[config.mk]
export PLATFORM = sky130hd
export DESIGN_NAME = conv_layer_sequencer
export DESIGN_NICKNAME = d
export VERILOG_FILES = /design/src/rtl/conv_layer_sequencer.sv
export SDC_FILE = /design/constraint.sdc
export NUM_CORES = 2
export LEC_CHECK = 0
export ABC_CLOCK_PERIOD_IN_PS = 13620
export BUFFER_PORTS_ARGS = -buffer_cell sky130_fd_sc_hd__buf_2
export CAP_MARGIN = 30
export CORE_AREA = 2 2 229 231
export CTS_CLUSTER_DIAMETER = 80
export CTS_CLUSTER_SIZE = 16
export DETAILED_ROUTE_END_ITERATION = 12
export DIE_AREA = 0 0 231 233
export GPL_ROUTABILITY_DRIVEN = 0
export MAX_ROUTING_LAYER = met4
export PLACE_DENSITY = 0.71
export SYNTH_ARGS = -nofsm -noshare
export SYNTH_HDL_FRONTEND = slang
export SYNTH_SLANG_ARGS = --single-unit
[constraint.sdc]
create_clock -name clk -period 13.62 [get_ports clk]
set_clock_uncertainty 0.2 [all_clocks]
set_input_delay 2.043 -clock clk [delete_from_list [all_inputs] [get_ports clk]]
set_output_delay 2.043 -clock clk [all_outputs]
set_load 0.03 [all_outputs]
[src/rtl/conv_layer_sequencer.sv]
// Per-layer sequencer: accepts a layer descriptor, configures weight_rotator, gates one weight load,
// gates one layer of image beats, then waits for the final t_last. Optional drain watchdog: LAYER_SEQ_TIMEOUT_EN.
module conv_layer_sequencer #(
   parameter int CONV_UNITS             = 8,
   parameter int ADDRS_WIDTH            = 10,
   parameter int ROTATE_WIDTH           = 20,
   parameter int CH_IN_COUNTER_WIDTH    = 10,
   parameter int IM_WIDTH_COUNTER_WIDTH = 9,
   parameter int NUM_BLKS_COUNTER_WIDTH = 8
`ifdef LAYER_SEQ_TIMEOUT_EN
   ,parameter int TIMEOUT_CYCLES        = 1048576
`endif
) (
   input  logic                              clk,
   input  logic                              rstn,
   input  logic                              cfg_valid,
   output logic                              cfg_rdy,
   input  logic [CH_IN_COUNTER_WIDTH-1:0]    cfg_ch_in,
   input  logic [IM_WIDTH_COUNTER_WIDTH:0]   cfg_im_width,
   input  logic [15:0]                       cfg_im_height,
   input  logic                              cfg_conv_mode,
   input  logic                              cfg_max_mode,
   output logic [ADDRS_WIDTH-1:0]            wr_write_depth,
   output logic [ROTATE_WIDTH-1:0]           wr_rotate_amount,
   output logic [CH_IN_COUNTER_WIDTH-1:0]    wr_im_channels,
   output logic [IM_WIDTH_COUNTER_WIDTH-1:0] wr_im_width,
   output logic [NUM_BLKS_COUNTER_WIDTH-1:0] wr_im_blocks,
   output logic                              wr_conv_mode,
   output logic                              wr_max_mode,
   input  logic                              w_s_valid,
   output logic                              w_s_rdy,
   output logic                              wr_l_valid,
   input  logic                              wr_l_rdy,
   output logic                              x_en,
   input  logic                              x_beat,
   input  logic                              t_last,
   output logic                              busy,
   output logic                              done,
   output logic                              err
);

   localparam int LOG2_CU = $clog2(CONV_UNITS);
   localparam int CH_W    = CH_IN_COUNTER_WIDTH;
   localparam int IMW     = IM_WIDTH_COUNTER_WIDTH;
   localparam int NB_W    = NUM_BLKS_COUNTER_WIDTH;
   localparam int KCH_W   = CH_W + 2;
   localparam int WCNT_W  = ADDRS_WIDTH + 1;
   localparam int ROT_FW  = IMW + 1 + 16;

   typedef enum logic [2:0] {S_IDLE, S_CALC, S_LOAD_W, S_RUN, S_DRAIN} state_t;

   state_t              state_q, state_d;
   logic [CH_W-1:0]     ch_in_q, ch_in_d;
   logic [IMW:0]        im_width_q, im_width_d;
   logic [15:0]         im_height_q, im_height_d;
   logic                conv_mode_q, conv_mode_d;
   logic                max_mode_q, max_mode_d;
   logic [ADDRS_WIDTH-1:0]  wr_write_depth_q, wr_write_depth_d;
   logic [ROTATE_WIDTH-1:0] wr_rotate_amount_q, wr_rotate_amount_d;
   logic [CH_W-1:0]     wr_im_channels_q, wr_im_channels_d;
   logic [IMW-1:0]      wr_im_width_q, wr_im_width_d;
   logic [NB_W-1:0]     wr_im_blocks_q, wr_im_blocks_d;
   logic                wr_conv_mode_q, wr_conv_mode_d;
   logic                wr_max_mode_q, wr_max_mode_d;
   logic [WCNT_W-1:0]   w_target_q, w_target_d;
   logic [WCNT_W-1:0]   w_cnt_q, w_cnt_d;
   logic [31:0]         x_target_q, x_target_d;
   logic [31:0]         x_cnt_q, x_cnt_d;
   logic                x_en_q, x_en_d;
   logic                tlast_pend_q, tlast_pend_d;
   logic                done_q, done_d;
   logic                err_q, err_d;
   logic                cfg_rdy_q, cfg_rdy_d;
`ifdef LAYER_SEQ_TIMEOUT_EN
   logic [31:0]         wd_cnt_q, wd_cnt_d;
   logic [31:0]         wd_inc;
`endif

   logic [1:0]          k_val;
   logic [15:0]         nb, eb;
   logic [KCH_W-1:0]    kch, depth_full;
   logic [ADDRS_WIDTH-1:0] depth_calc;
   logic                reject;
   logic [WCNT_W-1:0]   w_inc;
   logic [31:0]         x_inc;

   // Layer geometry derived from the latched descriptor; consumed only in CALC.
   always_comb begin
      k_val      = conv_mode_q ? 2'd1 : 2'd3;
      nb         = im_height_q >> LOG2_CU;
      eb         = max_mode_q ? (nb >> 1) : nb;
      kch        = KCH_W'(ch_in_q) * KCH_W'(k_val);
      depth_full = max_mode_q ? (kch >> 1) : kch;
      depth_calc = ADDRS_WIDTH'(depth_full);
      reject     = ((im_height_q & 16'(CONV_UNITS - 1)) != 16'd0) || (nb == 16'd0) ||
                   (max_mode_q && (nb[0] || kch[0]));
      w_inc      = (&w_cnt_q) ? w_cnt_q : w_cnt_q + WCNT_W'(1);
      x_inc      = (&x_cnt_q) ? x_cnt_q : x_cnt_q + 32'd1;
   end

   always_comb begin
      state_d            = state_q;
      ch_in_d            = ch_in_q;
      im_width_d         = im_width_q;
      im_height_d        = im_height_q;
      conv_mode_d        = conv_mode_q;
      max_mode_d         = max_mode_q;
      wr_write_depth_d   = wr_write_depth_q;
      wr_rotate_amount_d = wr_rotate_amount_q;
      wr_im_channels_d   = wr_im_channels_q;
      wr_im_width_d      = wr_im_width_q;
      wr_im_blocks_d     = wr_im_blocks_q;
      wr_conv_mode_d     = wr_conv_mode_q;
      wr_max_mode_d      = wr_max_mode_q;
      w_target_d         = w_target_q;
      w_cnt_d            = w_cnt_q;
      x_target_d         = x_target_q;
      x_cnt_d            = x_cnt_q;
      x_en_d             = x_en_q;
      tlast_pend_d       = tlast_pend_q;
      done_d             = 1'b0;
      err_d              = 1'b0;
`ifdef LAYER_SEQ_TIMEOUT_EN
      wd_cnt_d           = wd_cnt_q;
      wd_inc             = (&wd_cnt_q) ? wd_cnt_q : wd_cnt_q + 32'd1;
`endif
      case (state_q)
         S_IDLE: begin
            if (cfg_valid && cfg_rdy_q) begin
               ch_in_d     = cfg_ch_in;
               im_width_d  = cfg_im_width;
               im_height_d = cfg_im_height;
               conv_mode_d = cfg_conv_mode;
               max_mode_d  = cfg_max_mode;
               state_d     = S_CALC;
            end
         end
         S_CALC: begin
            if (reject) begin
               err_d   = 1'b1;
               state_d = S_IDLE;
            end else begin
               wr_write_depth_d   = depth_calc;
               wr_rotate_amount_d = ROTATE_WIDTH'(ROT_FW'(im_width_q) * ROT_FW'(eb) - ROT_FW'(1));
               wr_im_channels_d   = CH_W'(ch_in_q - 1'b1);
               wr_im_width_d      = IMW'(im_width_q - 1'b1);
               wr_im_blocks_d     = NB_W'(eb - 16'd1);
               wr_conv_mode_d     = conv_mode_q;
               wr_max_mode_d      = max_mode_q;
               w_target_d         = WCNT_W'(depth_calc) + WCNT_W'(1);
               x_target_d         = 32'(64'(ch_in_q) * 64'(im_width_q) * 64'(eb));
               w_cnt_d            = '0;
               x_cnt_d            = '0;
               tlast_pend_d       = 1'b0;
               state_d            = S_LOAD_W;
            end
         end
         S_LOAD_W: begin
            if (w_s_valid && wr_l_rdy) begin
               w_cnt_d = w_inc;
               if (w_inc >= w_target_q) begin
                  x_en_d  = 1'b1;
                  state_d = S_RUN;
               end
            end
         end
         S_RUN: begin
            if (x_beat && x_en_q) begin
               x_cnt_d = x_inc;
               if (x_inc >= x_target_q) begin
                  // A t_last coinciding with the final image beat must not be lost.
                  x_en_d       = 1'b0;
                  tlast_pend_d = t_last;
                  state_d      = S_DRAIN;
`ifdef LAYER_SEQ_TIMEOUT_EN
                  wd_cnt_d     = '0;
`endif
               end
            end
         end
         S_DRAIN: begin
            if (t_last || tlast_pend_q) begin
               done_d       = 1'b1;
               tlast_pend_d = 1'b0;
               state_d      = S_IDLE;
            end
`ifdef LAYER_SEQ_TIMEOUT_EN
            else begin
               wd_cnt_d = wd_inc;
               if (wd_inc >= 32'(TIMEOUT_CYCLES)) begin
                  err_d   = 1'b1;
                  state_d = S_IDLE;
               end
            end
`endif
         end
         default: state_d = S_IDLE;
      endcase
      cfg_rdy_d = (state_d == S_IDLE);
   end

   always_ff @(posedge clk) begin
      if (!rstn) begin
         state_q            <= S_IDLE;
         ch_in_q            <= '0;
         im_width_q         <= '0;
         im_height_q        <= '0;
         conv_mode_q        <= 1'b0;
         max_mode_q         <= 1'b0;
         wr_write_depth_q   <= '0;
         wr_rotate_amount_q <= '0;
         wr_im_channels_q   <= '0;
         wr_im_width_q      <= '0;
         wr_im_blocks_q     <= '0;
         wr_conv_mode_q     <= 1'b0;
         wr_max_mode_q      <= 1'b0;
         w_target_q         <= '0;
         w_cnt_q            <= '0;
         x_target_q         <= '0;
         x_cnt_q            <= '0;
         x_en_q             <= 1'b0;
         tlast_pend_q       <= 1'b0;
         done_q             <= 1'b0;
         err_q              <= 1'b0;
         cfg_rdy_q          <= 1'b0;
`ifdef LAYER_SEQ_TIMEOUT_EN
         wd_cnt_q           <= '0;
`endif
      end else begin
         state_q            <= state_d;
         ch_in_q            <= ch_in_d;
         im_width_q         <= im_width_d;
         im_height_q        <= im_height_d;
         conv_mode_q        <= conv_mode_d;
         max_mode_q         <= max_mode_d;
         wr_write_depth_q   <= wr_write_depth_d;
         wr_rotate_amount_q <= wr_rotate_amount_d;
         wr_im_channels_q   <= wr_im_channels_d;
         wr_im_width_q      <= wr_im_width_d;
         wr_im_blocks_q     <= wr_im_blocks_d;
         wr_conv_mode_q     <= wr_conv_mode_d;
         wr_max_mode_q      <= wr_max_mode_d;
         w_target_q         <= w_target_d;
         w_cnt_q            <= w_cnt_d;
         x_target_q         <= x_target_d;
         x_cnt_q            <= x_cnt_d;
         x_en_q             <= x_en_d;
         tlast_pend_q       <= tlast_pend_d;
         done_q             <= done_d;
         err_q              <= err_d;
         cfg_rdy_q          <= cfg_rdy_d;
`ifdef LAYER_SEQ_TIMEOUT_EN
         wd_cnt_q           <= wd_cnt_d;
`endif
      end
   end

   // Weight handshake passes straight through, but only while loading.
   assign wr_l_valid       = (state_q == S_LOAD_W) && w_s_valid;
   assign w_s_rdy          = (state_q == S_LOAD_W) && wr_l_rdy;
   assign cfg_rdy          = cfg_rdy_q;
   assign busy             = (state_q != S_IDLE);
   assign x_en             = x_en_q;
   assign done             = done_q;
   assign err              = err_q;
   assign wr_write_depth   = wr_write_depth_q;
   assign wr_rotate_amount = wr_rotate_amount_q;
   assign wr_im_channels   = wr_im_channels_q;
   assign wr_im_width      = wr_im_width_q;
   assign wr_im_blocks     = wr_im_blocks_q;
   assign wr_conv_mode     = wr_conv_mode_q;
   assign wr_max_mode      = wr_max_mode_q;

endmodule

After elaboration in Yosys (flattened, before gate mapping)
Cells that the tools add are included.
Cells by class
  add/sub/neg operators: 7
  multiply operators: 4
  magnitude comparators: 2
  equality and inequality tests: 10
  muxes and demuxes: 31
  bitwise gates (word level): 1
  reductions and logical operators: 29
Operator list (count)
  2-to-1 mux 32 bit: 3
  one-hot mux 32 bit (2 select lines): 1
  2-to-1 mux 11 bit: 3
  adder 32 x 1 -> 32 bit (second input constant): 1
  >= comparator 32 bit: 1
  multiplier 20 x 13 -> 32 bit: 1
  AND reduction 32 bit: 1
  one-hot mux 11 bit (2 select lines): 1
  multiplier 10 x 10 -> 20 bit: 1
  multiplier 10 x 13 -> 20 bit: 1
  subtractor 20 x 1 -> 20 bit (second input constant): 1
  2-to-1 mux 3 bit: 6
  zero test 16 bit: 1
  nonzero test 16 bit: 1
  one-hot mux 3 bit (5 select lines): 1
  2-to-1 mux 13 bit: 1
  inequality test 2 bit (second input constant): 6
  adder 10 x 1 -> 11 bit (second input constant): 1
  adder 11 x 1 -> 11 bit (second input constant): 1
  >= comparator 11 bit: 1
  multiplier 10 x 2 -> 11 bit: 1
  AND reduction 11 bit: 1
  2-to-1 mux 1 bit: 10
  2-to-1 mux 10 bit: 1
  other kinds (18): 37
Storage, ports and cells
  bits in registers: 191
  input port bits: 45
  output and inout bits: 66
  word-level logic and storage cells: 106

Longest topological paths before layout
  word-level depth: 8
  depth in mapped cells: 41
  gate-level depth less buffers: 38

Least setup slack after synthesis
Ideal clock, no wire load.
  kind: reg-to-reg
  start point: reg im_width_q[1]
  end point: reg x_target_q[31]
  library setup time: 0.070 ns
  arrival time: 9.991 ns
  data required time: 13.350 ns
  setup slack: 3.359 ns
  stages on the path, launching flop included: 38
  path buffers: 2
  period minus slack after synthesis: 10.261 ns
  path through: dfxtp_1 clkbuf_1 clkbuf_1 nand2_1 fa_1 inv_1 fa_1 inv_1 fa_1 inv_1 fa_1 inv_1 fa_1 inv_1 ha_1 o21ai_0 or3b_2 and2_1 [... 2 more ...] nor2_1 fa_1 fa_1 fa_1 fa_1 inv_1 fa_1 inv_1 ha_1 a21o_1 a21oi_1 nor2b_1 o41ai_1 a31oi_1 a21o_1 a21oi_1 xnor3_1 a21oi_1
Between the ends
  word-level cells in the longest chain between the ends: 2
RTL lines
  start: declaration: line 54  | logic [IMW:0] im_width_q, im_width_d;
  start signal: assignment: line 232  | im_width_q <= im_width_d;
  multiplier 10 x 10 -> 20 bit: line 151  | x_target_d = 32'(64'(ch_in_q) * 64'(im_width_q) * 64'(eb));
  multiplier 20 x 13 -> 32 bit: line 151
  end signal: assignment: line 245  | x_target_q <= x_target_d;
  end: declaration: line 67  | logic [31:0] x_target_q, x_target_d;
Every way passes these cells.
A chain may end at the register's enable or synchronous reset.

Final worst setup path
Ends and elaborated chain as after synthesis.

==> impl_results.md <==
- Outcome: complete, no violations
- Synth Area in XOR/XNOR: 0.04915
- Count leader, synth: nand2_1
- Slew headroom: 0.2139
- Cell Count, Final, Fillers Out: 3801
- Unrepaired setup endpoints after global routing: false
- CTS root buf: clkbuf_16
- First-pass iteration count of the detailed router: 7
- CTS Buf Count: 17
- Drt initial violations: 1551
- Clk sink count: 191
- Post_cts resized: 0
- Die height: 233 um
- Synth Area in Compound Gates: 0.1032
- Simple-gate share of the synthesized area: 0.1994
- Synth Flop Type: dfxtp_1
- Main combinational cell family by area after synthesis: adder cells
- Cell variety after synth: 80
- CP dominant cell by count: fa_1
- Total GRT Usage: 0.2492
- Final setup TNS: 0 ns
- Syn avg cell area: 8.201 um^2
- H-tree Lvls: 4
- Port bufs: 110
- Async S/R FF share, synth: 0
- DR vias: 20630
- Final WL: 62320 um
- Clock Latency Late Sink: 0.48 ns
- Routed length per instance: 16.39 um
- Post-synth top cells: 460 x nand2_1, 452 x inv_1, 352 x fa_1, 287 x nor2_1, 236 x ha_1
- Fraction of synthesized area in multiplexers: 0.01418
- Placed Cells: 3768
- Routed vias/inst: 5.429
- CTS clock-pin slew for the worst setup and hold paths: 0.08 ns
- Cell Rows: 83
- Least-Margin Pin Slew: 1.168 ns
- Final HPWL DP: 48010 um
- Number of synthesized flops with an enable pin: 0
- Synth top area cells: fa_1 28%, dfxtp_1 15%, ha_1 12%, nand2_1 6.8%, inv_1 6.7%
- # DRC: 0
- Maximum clock path buffer count: 2
- Hold Buf Count CTS: 0
- Tcrit/Tclk final: 0.8114
- CP peak stage delay: 0.76 ns
- TritonCTS clock tree: built
- Core Area: 0.05109 mm^2
- Syn Std Cell Area: 0.02541 mm^2
- Boundary Pins: 111
- Final setup fails: 0
- Post-synth top area cell: fa_1
- Hold crit path type: flip-flop to flip-flop
- Filler cells: 4727
- Initial antenna violation count: 0
- CP endpoint kind: flip-flop
- Number of diodes: 0
- Worst EP arrival: 11.26 ns
- Peak VDD IR: 64.00 uV
- Synth Instances: 3098
- Startpoint class of the critical path: flip-flop
- Vias in the first global route: 20300
- Synthesized flop and latch total: 191
- Kind of critical path: flip-flop to flip-flop
- Die W: 231 um
- Final #Nets: 3741
- Post-CTS Setup Bufs: 0
- Crit path time final: 11.05 ns
- Sequential share of the synthesized area: 0.1505
- Fraction of layout cells with a size suffix above 1: 0.07081
- Die ar.: 0.05382 mm^2
- Hold_ws: 0.2531 ns
- Mapped Nets: 3731
- Leakage: 12.57 nW
- Worst Path Max Fanout: 19
- Max Cap Viol: 0
- Starting Density: 0.4972
- Synth top area share: 0.2774
- Final ANT Viol Nets: 0
- First-pass GRT wire length: 104200 um
- P per Cell Area: 61.33 mW/mm^2
- Final-report max-slew violation count: 0
- Worst path required time: 13.83 ns
- Adder-Cell Fraction of Synth Area: 0.3936
- Fin util: 0.5304
- Buf/Inv on CP: 7
- Layout Area Growth over Synthesis: 6.678%
- Max Fclk: 0.09049 GHz
- Worst path slowest cell: dfxtp_1
- Final Hold Viols: 0
- Ys Warns: 0
- Crit-path leading delay family: adder cells
- Largest net degree at the start of global routing: 90
- Remaining Overflow, GRT: 0
[worst reg2reg max path, delay by kind of cell, from the launching register on]
kind                     cells  cell delay [ns]
AO/OA/AOI/OAI                9             1.91
buffers and inverters        7             0.35
XOR/XNOR                     2             0.87
flip-flops                   1             0.76
AND/OR/NAND/NOR              5             1.16
adder cells (fa/ha/maj)     12             5.74
[through the flow]
stage / total power [mW] / setup WS [ns] / area, um^2
after global placement: 1.139 / 2.813 / 26480
final: 1.662 / 2.569 / 27100
after detailed placement: 1.144 / 2.578 / 26490
after global routing: 1.747 / 1.845 / 27100
after CTS: 1.663 / 2.556 / 27090
after floorplan: 0.9795 / 3.359 / 25410
[sequential cells by signal, summed over array words and instances (netlist names), 3 cells and up]
name,flops
wr_im_width,9
wr_im_blocks,8
wr_im_channels,10
w_target_q,11
im_width_q,10
w_cnt_q,11
im_height_q,16
wr_write_depth,10
ch_in_q,10
wr_rotate_amount,20
x_target_q,32
x_cnt_q,32
state_q,3
[routing by layer]
layer	wire length, um	track usage	vias to the layer above	part of all wire
met2	28690	0.3939	654	0.46
met3	3962	0.03578	85	0.064
met4	1705	0.07762	0	0.027
li1	-	-	9860	-
met1	27950	0.3316	10040	0.45
met5	0	-	-	0
[cell families (layout without fill, tap and decap cells)]
logic type	count (synthesis)	after routing
fa+ha+maj	588	588
flops	191	191
simple gates	1115	1115
compound gates	424	424
buf+inv	605	628
mux	34	34
xor+xnor	141	141
[cells in the final DEF, fill, tap and decap left out, drive strengths merged, types with 52 or more instances in the layout]
master and n:
o21ai 73, nand3 57, dfxtp 191, fa 352, xor2 52, xnor2 88
and2 113, inv 458, ha 236, nand2 461, a21oi 174, buf 141
nor2 289
[power breakdown]
part	leakage (nW)	switching (mW)	internal [mW]
combinational	10.7	0.353	0.174
sequential	1.54	0.0314	0.583
clock	0.288	0.259	0.262
total	12.6	0.643	1.02
[worst paths after layout]
check,from,endpoint,slack (ns),cells past startpoint
max reg2reg,im_width_q[1],x_target_q[31],2.57,35
min reg2reg,x_target_q[14],x_target_q[14],0.25,2
max,im_width_q[1],x_target_q[31],2.57,35
min,x_target_q[14],x_target_q[14],0.25,2
[cell type report]
type / count / area (um^2) / area share
Tap cell: 680 / 850.8 / 0.03139
Timing Repair Buffer: 141 / 790.8 / 0.02918
Clock buffer: 17 / 425.4 / 0.01570
Inverter: 455 / 1710 / 0.06311
Multi-Input combinational cell: 2302 / 19320 / 0.7130
Sequential cell: 191 / 3824 / 0.1411
Clock inverter: 15 / 176.4 / 0.006509
(Power assumes the default switching activity.)
